<file path="config.mk">
export PLATFORM = sky130hd
export DESIGN_NAME = paro_stream_fifo
export DESIGN_NICKNAME = d
export VERILOG_FILES = /design/src/rtl/paro_stream_pkg.sv /design/src/rtl/paro_stream_fifo_sync_fifo.sv /design/src/rtl/paro_stream_fifo.sv
export SDC_FILE = /design/constraint.sdc
export NUM_CORES = 1
export LEC_CHECK = 0
export ABC_AREA = 1
export BUFFER_PORTS_ARGS = -buffer_cell sky130_fd_sc_hd__buf_2
export CORE_AREA = 5 5 99 101
export CTS_BUF_LIST = sky130_fd_sc_hd__clkbuf_8
export CTS_CLUSTER_SIZE = 24
export DETAILED_ROUTE_END_ITERATION = 6
export DIE_AREA = 0 0 104 106
export HOLD_SLACK_MARGIN = 0.08
export PLACE_DENSITY = 0.88
export SLEW_MARGIN = 20
export SYNTH_ARGS = -nofsm -noshare
export SYNTH_HDL_FRONTEND = slang
export SYNTH_SLANG_ARGS = --single-unit
</file>
<file path="constraint.sdc">
create_clock -name clk_i -period 5.4 [get_ports clk_i]
set_clock_uncertainty 0.05 [all_clocks]
set_input_delay 0.54 -clock clk_i [delete_from_list [all_inputs] [get_ports clk_i]]
set_output_delay 0.54 -clock clk_i [all_outputs]
set_load 0.01 [all_outputs]
</file>
<file path="src/rtl/paro_stream_pkg.sv">
// Shared register map, field positions and drain FSM encoding for paro_stream_fifo.
// Latency: n/a (constants and types only).
// Backpressure: n/a.
package paro_stream_pkg;

  // Register indices, decoded from addr_i[ADDR_LSB+1:ADDR_LSB]
  localparam logic [1:0] REG_DATA   = 2'd0;
  localparam logic [1:0] REG_STATUS = 2'd1;
  localparam logic [1:0] REG_CTRL   = 2'd2;
  localparam logic [1:0] REG_RSVD   = 2'd3;

  // STATUS fields
  localparam int ST_EMPTY = 0;
  localparam int ST_FULL  = 1;
  localparam int ST_OVF   = 2;
  localparam int ST_IRQ   = 3;
  localparam int ST_LEVEL = 8;
  localparam int LEVEL_W  = 7;

  // CTRL fields
  localparam int CT_EN     = 0;
  localparam int CT_FLUSH  = 1;
  localparam int CT_HOLD   = 8;
  localparam int CT_GAP    = 16;
  localparam int CT_THRESH = 24;
  localparam int THRESH_W  = 7;

  typedef enum logic [1:0] {
    IDLE  = 2'd0,
    DRIVE = 2'd1,
    GAP   = 2'd2
  } drain_state_e;

endpackage

</file>
<file path="src/rtl/paro_stream_fifo_sync_fifo.sv">
// Synchronous FIFO with wrap-bit pointers, head-of-queue read port and flush.
// Latency: push visible at data_o/empty_o one cycle later; pop retires the head on the edge.
// Backpressure: none internally; caller must not push when full (unless popping) or pop when empty.
module sync_fifo #(
  parameter int WIDTH = 8,
  parameter int DEPTH = 8
) (
  input  logic                     clk_i,
  input  logic                     rst_i,
  input  logic                     push_i,
  input  logic [WIDTH-1:0]         data_i,
  input  logic                     pop_i,
  input  logic                     flush_i,
  output logic [WIDTH-1:0]         data_o,
  output logic                     full_o,
  output logic                     empty_o,
  output logic [$clog2(DEPTH):0]   level_o
);

  localparam int AW = $clog2(DEPTH);

  logic [WIDTH-1:0] mem_q [DEPTH];
  logic [AW:0]      wr_q, rd_q;

  // Pointer update; flush wins over any push/pop in the same cycle
  always_ff @(posedge clk_i or posedge rst_i) begin
    if (rst_i) begin
      wr_q <= '0;
      rd_q <= '0;
    end else if (flush_i) begin
      wr_q <= '0;
      rd_q <= '0;
    end else begin
      if (push_i) wr_q <= wr_q + 1'b1;
      if (pop_i)  rd_q <= rd_q + 1'b1;
    end
  end

  // Storage array, no reset needed since empty/full gate every read
  always_ff @(posedge clk_i) begin
    if (push_i && !flush_i) mem_q[wr_q[AW-1:0]] <= data_i;
  end

  assign data_o  = mem_q[rd_q[AW-1:0]];
  assign empty_o = (wr_q == rd_q);
  assign full_o  = (wr_q[AW] != rd_q[AW]) && (wr_q[AW-1:0] == rd_q[AW-1:0]);
  assign level_o = wr_q - rd_q;

endmodule

</file>
<file path="src/rtl/paro_stream_fifo.sv">
// Bus-mapped buffered byte-stream output: FIFO plus drain FSM with programmable hold/gap.
// Latency: DATA write in cycle N reaches par_valid_o in N+2 when idle and enabled; bus response N+1.
// Backpressure: bus never stalls; pushes to a full FIFO are dropped with err_o and sticky overflow.
// Optional: PARO_FIFO_IRQ_EN adds irq_o and the CTRL thresh field.
module paro_stream_fifo
  import paro_stream_pkg::*;
#(
  parameter int DEPTH    = 8,
  parameter int HOLD_W   = 4,
  parameter int ADDR_LSB = 2
) (
  input  logic        clk_i,
  input  logic        rst_i,
  input  logic        req_i,
  output logic        gnt_o,
  output logic        rvalid_o,
  input  logic        we_i,
  input  logic [3:0]  be_i,
  input  logic [31:0] addr_i,
  input  logic [31:0] wdata_i,
  output logic [31:0] rdata_o,
  output logic        err_o,
  output logic [7:0]  par_o,
`ifdef PARO_FIFO_IRQ_EN
  output logic        irq_o,
`endif
  output logic        par_valid_o
);

  localparam int AW = $clog2(DEPTH);
  localparam logic [HOLD_W-1:0] ONE = HOLD_W'(1);

  logic [1:0]  idx;
  logic        wr_acc, rd_acc, push_req, flush, push_ok, ovf_set, pop;
  logic        fifo_full, fifo_empty;
  logic [AW:0] fifo_level;
  logic [7:0]  fifo_head;

  logic              en_q, ovf_q;
  logic [HOLD_W-1:0] hold_q, gap_q, hold_eff;
  logic [HOLD_W-1:0] cnt_q, cnt_d;
  logic [7:0]        par_q, par_d;
  drain_state_e      state_q, state_d;

  logic              rvalid_q, err_q, err_d;
  logic [31:0]       rdata_q, rd_val;
  logic              irq_rd;
  logic [THRESH_W-1:0] thresh_rd;
  logic              unused_bits;

  assign idx      = addr_i[ADDR_LSB+1:ADDR_LSB];
  assign wr_acc   = req_i & we_i;
  assign rd_acc   = req_i & ~we_i;
  assign push_req = wr_acc && (idx == REG_DATA) && be_i[0];
  assign flush    = wr_acc && (idx == REG_CTRL) && be_i[0] && wdata_i[CT_FLUSH];
  // A pop in the same cycle frees the slot, so a full FIFO can still accept
  assign push_ok  = push_req && !flush && (!fifo_full || pop);
  assign ovf_set  = push_req && !flush && fifo_full && !pop;
  assign hold_eff = (hold_q == '0) ? ONE : hold_q;
  assign unused_bits = ^{addr_i, wdata_i, be_i};

  sync_fifo #(.WIDTH(8), .DEPTH(DEPTH)) u_fifo (
    .clk_i   (clk_i),
    .rst_i   (rst_i),
    .push_i  (push_ok),
    .data_i  (wdata_i[7:0]),
    .pop_i   (pop),
    .flush_i (flush),
    .data_o  (fifo_head),
    .full_o  (fifo_full),
    .empty_o (fifo_empty),
    .level_o (fifo_level)
  );

  // CTRL and sticky overflow registers, byte-lane qualified
  always_ff @(posedge clk_i or posedge rst_i) begin
    if (rst_i) begin
      en_q   <= 1'b0;
      hold_q <= ONE;
      gap_q  <= '0;
      ovf_q  <= 1'b0;
    end else begin
      if (wr_acc && idx == REG_CTRL) begin
        if (be_i[0]) en_q   <= wdata_i[CT_EN];
        if (be_i[1]) hold_q <= wdata_i[CT_HOLD +: HOLD_W];
        if (be_i[2]) gap_q  <= wdata_i[CT_GAP +: HOLD_W];
      end
      if (ovf_set) ovf_q <= 1'b1;
      else if (wr_acc && idx == REG_STATUS && be_i[0] && wdata_i[ST_OVF]) ovf_q <= 1'b0;
    end
  end

  // Drain FSM state, counter and output byte registers
  always_ff @(posedge clk_i or posedge rst_i) begin
    if (rst_i) begin
      state_q <= IDLE;
      cnt_q   <= '0;
      par_q   <= '0;
    end else begin
      state_q <= state_d;
      cnt_q   <= cnt_d;
      par_q   <= par_d;
    end
  end

  // Drain FSM next-state: pop in IDLE, count hold in DRIVE, count gap in GAP
  always_comb begin
    state_d = state_q;
    cnt_d   = cnt_q;
    par_d   = par_q;
    pop     = 1'b0;
    if (flush) begin
      state_d = IDLE;
    end else begin
      case (state_q)
        IDLE: begin
          if (en_q && !fifo_empty) begin
            pop     = 1'b1;
            par_d   = fifo_head;
            cnt_d   = hold_eff;
            state_d = DRIVE;
          end
        end
        DRIVE: begin
          if (cnt_q <= ONE) begin
            if (gap_q != '0) begin
              cnt_d   = gap_q;
              state_d = GAP;
            end else begin
              state_d = IDLE;
            end
          end else begin
            cnt_d = cnt_q - ONE;
          end
        end
        GAP: begin
          if (cnt_q <= ONE) state_d = IDLE;
          else              cnt_d   = cnt_q - ONE;
        end
        default: state_d = IDLE;
      endcase
    end
  end

  assign par_o       = par_q;
  assign par_valid_o = (state_q == DRIVE);

`ifdef PARO_FIFO_IRQ_EN
  logic [THRESH_W-1:0] thresh_q;
  logic                irq_q;

  // Threshold register and registered interrupt
  always_ff @(posedge clk_i or posedge rst_i) begin
    if (rst_i) begin
      thresh_q <= '0;
      irq_q    <= 1'b0;
    end else begin
      if (wr_acc && idx == REG_CTRL && be_i[3]) thresh_q <= wdata_i[CT_THRESH +: THRESH_W];
      irq_q <= (en_q && (LEVEL_W'(fifo_level) <= thresh_q)) || ovf_q;
    end
  end

  assign irq_o     = irq_q;
  assign irq_rd    = irq_q;
  assign thresh_rd = thresh_q;
`else
  assign irq_rd    = 1'b0;
  assign thresh_rd = '0;
`endif

  // Read data mux for the current request
  always_comb begin
    rd_val = '0;
    case (idx)
      REG_STATUS: begin
        rd_val[ST_EMPTY]            = fifo_empty;
        rd_val[ST_FULL]             = fifo_full;
        rd_val[ST_OVF]              = ovf_q;
        rd_val[ST_IRQ]              = irq_rd;
        rd_val[ST_LEVEL +: LEVEL_W] = LEVEL_W'(fifo_level);
      end
      REG_CTRL: begin
        rd_val[CT_EN]                 = en_q;
        rd_val[CT_HOLD +: HOLD_W]     = hold_q;
        rd_val[CT_GAP +: HOLD_W]      = gap_q;
        rd_val[CT_THRESH +: THRESH_W] = thresh_rd;
      end
      default: rd_val = '0;
    endcase
  end

  assign err_d = (wr_acc && idx == REG_RSVD) || ovf_set;

  // One-cycle bus response; data and error are zero outside rvalid
  always_ff @(posedge clk_i or posedge rst_i) begin
    if (rst_i) begin
      rvalid_q <= 1'b0;
      rdata_q  <= '0;
      err_q    <= 1'b0;
    end else begin
      rvalid_q <= req_i;
      rdata_q  <= rd_acc ? rd_val : '0;
      err_q    <= req_i && err_d;
    end
  end

  assign gnt_o    = req_i;
  assign rvalid_o = rvalid_q;
  assign rdata_o  = rdata_q;
  assign err_o    = err_q;

endmodule

</file>
==> impl_metrics.env <==
export IMPL_dp_hpwl_mm=7.19
export IMPL_syn_area_per_cell_um2=10.2
export IMPL_end_kind="register"
export IMPL_path_class="reg -> reg"
export IMPL_synthXorXnorAreaFrac_pct=1.04
export IMPL_worstPathMaxFanout=12
export IMPL_hold_buffers=0
export IMPL_synth_top_family_by_area="simple AND/OR/NAND/NOR gates"
export IMPL_portBuffers=47
export IMPL_numCtsBuffers=9
export IMPL_synth_seq_cells=109
export IMPL_switching_share_pct=40.2
export IMPL_status="complete, no violations"
export IMPL_fin_setup_tns_ns=0
export IMPL_vias_per_cell=5.54
export IMPL_slew_headroom_pct=31.9
export IMPL_ys_warn_count=0
export IMPL_die_w_um=104
export IMPL_syn2layout_area_growth_pct=8.89
export IMPL_num_rows=35
export IMPL_grt_antenna_before_repair=1
export IMPL_hold_viol_final=0
export IMPL_r2r_start="u_fifo.rd_q[2]$_DFFE_PP0P_"
export IMPL_finalCritPeriodShare_pct=65.7
export IMPL_start_util_pct=56.6
export IMPL_regArea_mm2=0.00305
export IMPL_p_sw_w=0.000991
export IMPL_dieHeight_um=106
export IMPL_clock_sinks=109
export IMPL_num_fill_cells=682
export IMPL_dr_pass1_iters=5
export IMPL_synth_area_mm2=0.00505
export IMPL_synth_main_ff_cell="edfxtp_1"
export IMPL_core_mm2=0.00893
export IMPL_crit_arrival_ns=3.60
export IMPL_clock_path_buffers=2
export IMPL_cts_tree="built"
export IMPL_synth_simple_area_share_pct=17.4
export IMPL_synthMuxAreaShare_pct=0.669
export IMPL_setup_viol=0
export IMPL_r2r_end="u_fifo.mem_q[5][2]$_DFFE_PP_"
export IMPL_leakage_nw=2.40
export IMPL_ir_worst_vdd_v=0.000253
export IMPL_grt_pass1_vias=3624
export IMPL_fmax_mhz=282
export IMPL_placed_area_mm2=0.00532
export IMPL_fin_crit_ns=3.55
export IMPL_h_tree_depth=3
export IMPL_grt_overflow=0
export IMPL_rrSetupSlack_ns=1.85
export IMPL_boundaryPins=116
export IMPL_wire_per_inst_um=16.3
export IMPL_slew_violations=0
export IMPL_grt_usage_pct=19.7
export IMPL_clk_pin_slew_ns=0.11
export IMPL_ff2ff_path_depth=10
export IMPL_grt_pass1_wl_mm=17.3
export IMPL_post_cts_buffers=0
export IMPL_synthAdderAreaFrac_pct=4.11
export IMPL_root_buffer="clkbuf_8"
export IMPL_worstSkewPairLatency_ns=0.38
export IMPL_p_seq_share_pct=44.2
export IMPL_final_nets=630
export IMPL_synth_seq_area_share_pct=60.4
export IMPL_hold_class="in -> async"
export IMPL_grt_max_degree=46
export IMPL_ctsResizeCount=0
export IMPL_dieArea_mm2=0.0110
export IMPL_pwr_share_comb_pct=37.1
export IMPL_num_vias=3653
export IMPL_drive_gt1_share_pct=15.7
export IMPL_synth_edf_count=64
export IMPL_drt_iter0_drc=314
export IMPL_intPower_w=0.00147
export IMPL_cp_startpoint="u_fifo.rd_q[2]$_DFFE_PP0P_"
export IMPL_antenna_left=0
export IMPL_cp_data_required_time_ns=5.45
export IMPL_routed_wl_mm=10.7
export IMPL_clock_power_share_pct=18.7
export IMPL_worstMarginPinSlew_ns=1.02
export IMPL_maxCapViolCount=0
export IMPL_finalWeightedCongestion=0.785
export IMPL_multi_input_area_mm2=0.00169
export IMPL_ys_async_sr_fraction_pct=41.3
export IMPL_rsz0062_at_grt="no"
export IMPL_design_area_mm2=0.00550
export IMPL_cp_start_kind="register"
export IMPL_synth_compound_area_share_pct=8.62
export IMPL_drc=0
export IMPL_synth_cell_types=36
export IMPL_synthCells=493
export IMPL_cellPowerDensity_mw_per_mm2=448
==> per-stage QoR <==
| step | instances | util (%) | hold slack (ns) | power, W | setup WS [ns] |
|---|---|---|---|---|---|
| 2_1_floorplan | 513 | - | 0.410 | 0.00178 | 2.44 |
| 4_1_cts | 658 | 61.5 | 0.275 | 0.00247 | 1.89 |
| 5_1_grt | 659 | 61.6 | 0.272 | 0.00265 | 1.68 |
| 6_report | 659 | 61.6 | 0.227 | 0.00246 | 1.85 |
| 3_5_place_dp | 642 | 59.5 | 0.446 | 0.00201 | 1.91 |
| 3_3_place_gp | 642 | 59.5 | 0.439 | 0.00196 | 1.96 |
==> power groups by stage <==
stage | sequential (W) | combinational, W | clock (W)
4_1_cts | 0.00109 | 0.000911 | 0.000467
2_1_floorplan | 0.00107 | 0.000710 | 0
6_report | 0.00109 | 0.000914 | 0.000461
3_3_place_gp | 0.00110 | 0.000859 | 0
5_1_grt | 0.00110 | 0.00105 | 0.000504
3_5_place_dp | 0.00111 | 0.000905 | 0
==> worst max-delay path, stage by stage (launching register included) <==
cell and delay [ns]:
dfrtp_1 0.65, inv_1 0.35, ha_1 0.44, inv_1 0.13
nor2_1 0.09, nand2_2 0.12, nand4_4 0.15, nand2_4 0.11
nand2_2 0.13, nor3_1 0.75, buf_4 0.29
==> layout make-up <==
type	count	share of cell area [%]
clock buffers	9	2.25
repair buffers	55	5.37
diodes	1	0.0455
multi-input cells	329	30.7
well taps	111	2.52
inverters	38	2.62
flip-flops and latches	109	55.4
clock inverters	7	1.07
==> per-layer routing <==
metal	GRT usage, %	up-vias	part of all wire, %	wire length, um
met3	3.64	30	7.5	803
li1	-	1720	-	-
met2	33.0	180	50	5350
met1	24.9	1723	40	4320
met4	9.07	0	2.6	279
met5	0	-	0	0
==> cells in the mapped netlist (5+ instances only) <==
| master | instances | area [um^2] |
|---|---|---|
| nand3_1 | 15 | 75.1 |
| nand2_1 | 82 | 308 |
| inv_1 | 36 | 135 |
| clkbuf_1 | 9 | 33.8 |
| nor3_1 | 12 | 60.1 |
| dfrtp_1 | 44 | 1100 |
| nand4_1 | 5 | 31.3 |
| ha_1 | 15 | 188 |
| buf_4 | 22 | 165 |
| a31oi_1 | 9 | 56.3 |
| o22ai_1 | 9 | 56.3 |
| edfxtp_1 | 64 | 1920 |
| xor2_1 | 5 | 43.8 |
| a21oi_1 | 20 | 100 |
| nor2_1 | 77 | 289 |
| o21ai_0 | 40 | 200 |
==> state kept, by name (all words and copies together), names as in the netlist <==
signal,count
par_o,8
u_fifo.rd_q,4
en_q,1
hold_q,4
u_fifo.wr_q,4
u_fifo.mem_q,64
gap_q,4
rvalid_o,1
ovf_q,1
rdata_o,11
cnt_q,4
err_o,1
state_q,2
==> worst max path at each step <==
stage,to,cells past startpoint
finish,u_fifo.mem_q[5][2]$_DFFE_PP_,10
global route,u_fifo.mem_q[5][2]$_DFFE_PP_,10
CTS,u_fifo.mem_q[5][2]$_DFFE_PP_,10
detailed placement,u_fifo.mem_q[5][2]$_DFFE_PP_,10
global placement,u_fifo.mem_q[5][2]$_DFFE_PP_,10
floorplan,u_fifo.mem_q[2][0]$_DFFE_PP_,12
==> logic make-up (layout without fill, tap and decap cells) <==
family | after synthesis | count (layout)
multiplexers | 3 | 3
buffers and inverters | 75 | 109
AO/OA/AOI/OAI | 81 | 81
other | 1 | 22
adder cells (fa/ha/maj) | 16 | 16
XOR/XNOR | 6 | 6
AND/OR/NAND/NOR | 202 | 202
flip-flops | 109 | 109
==> cell usage in the layout (no fill, tap or decap), types with 3 or more instances in the layout <==
| master | count |
|---|---|
| nor2_4 | 3 |
| nor2_1 | 77 |
| nand3_1 | 15 |
| nand4_1 | 5 |
| a31oi_1 | 9 |
| conb_1 | 21 |
| o21ai_0 | 40 |
| inv_1 | 35 |
| nand2_2 | 3 |
| ha_1 | 15 |
| clkbuf_8 | 9 |
| nor3_1 | 12 |
| buf_4 | 8 |
| clkinv_1 | 3 |
| xor2_1 | 5 |
| edfxtp_1 | 64 |
| a21oi_1 | 20 |
| o22ai_1 | 9 |
| nand2_1 | 82 |
| inv_6 | 3 |
| buf_2 | 47 |
| mux2_2 | 3 |
| dfrtp_1 | 44 |
Note: power is estimated with default switching activity, not from simulation.
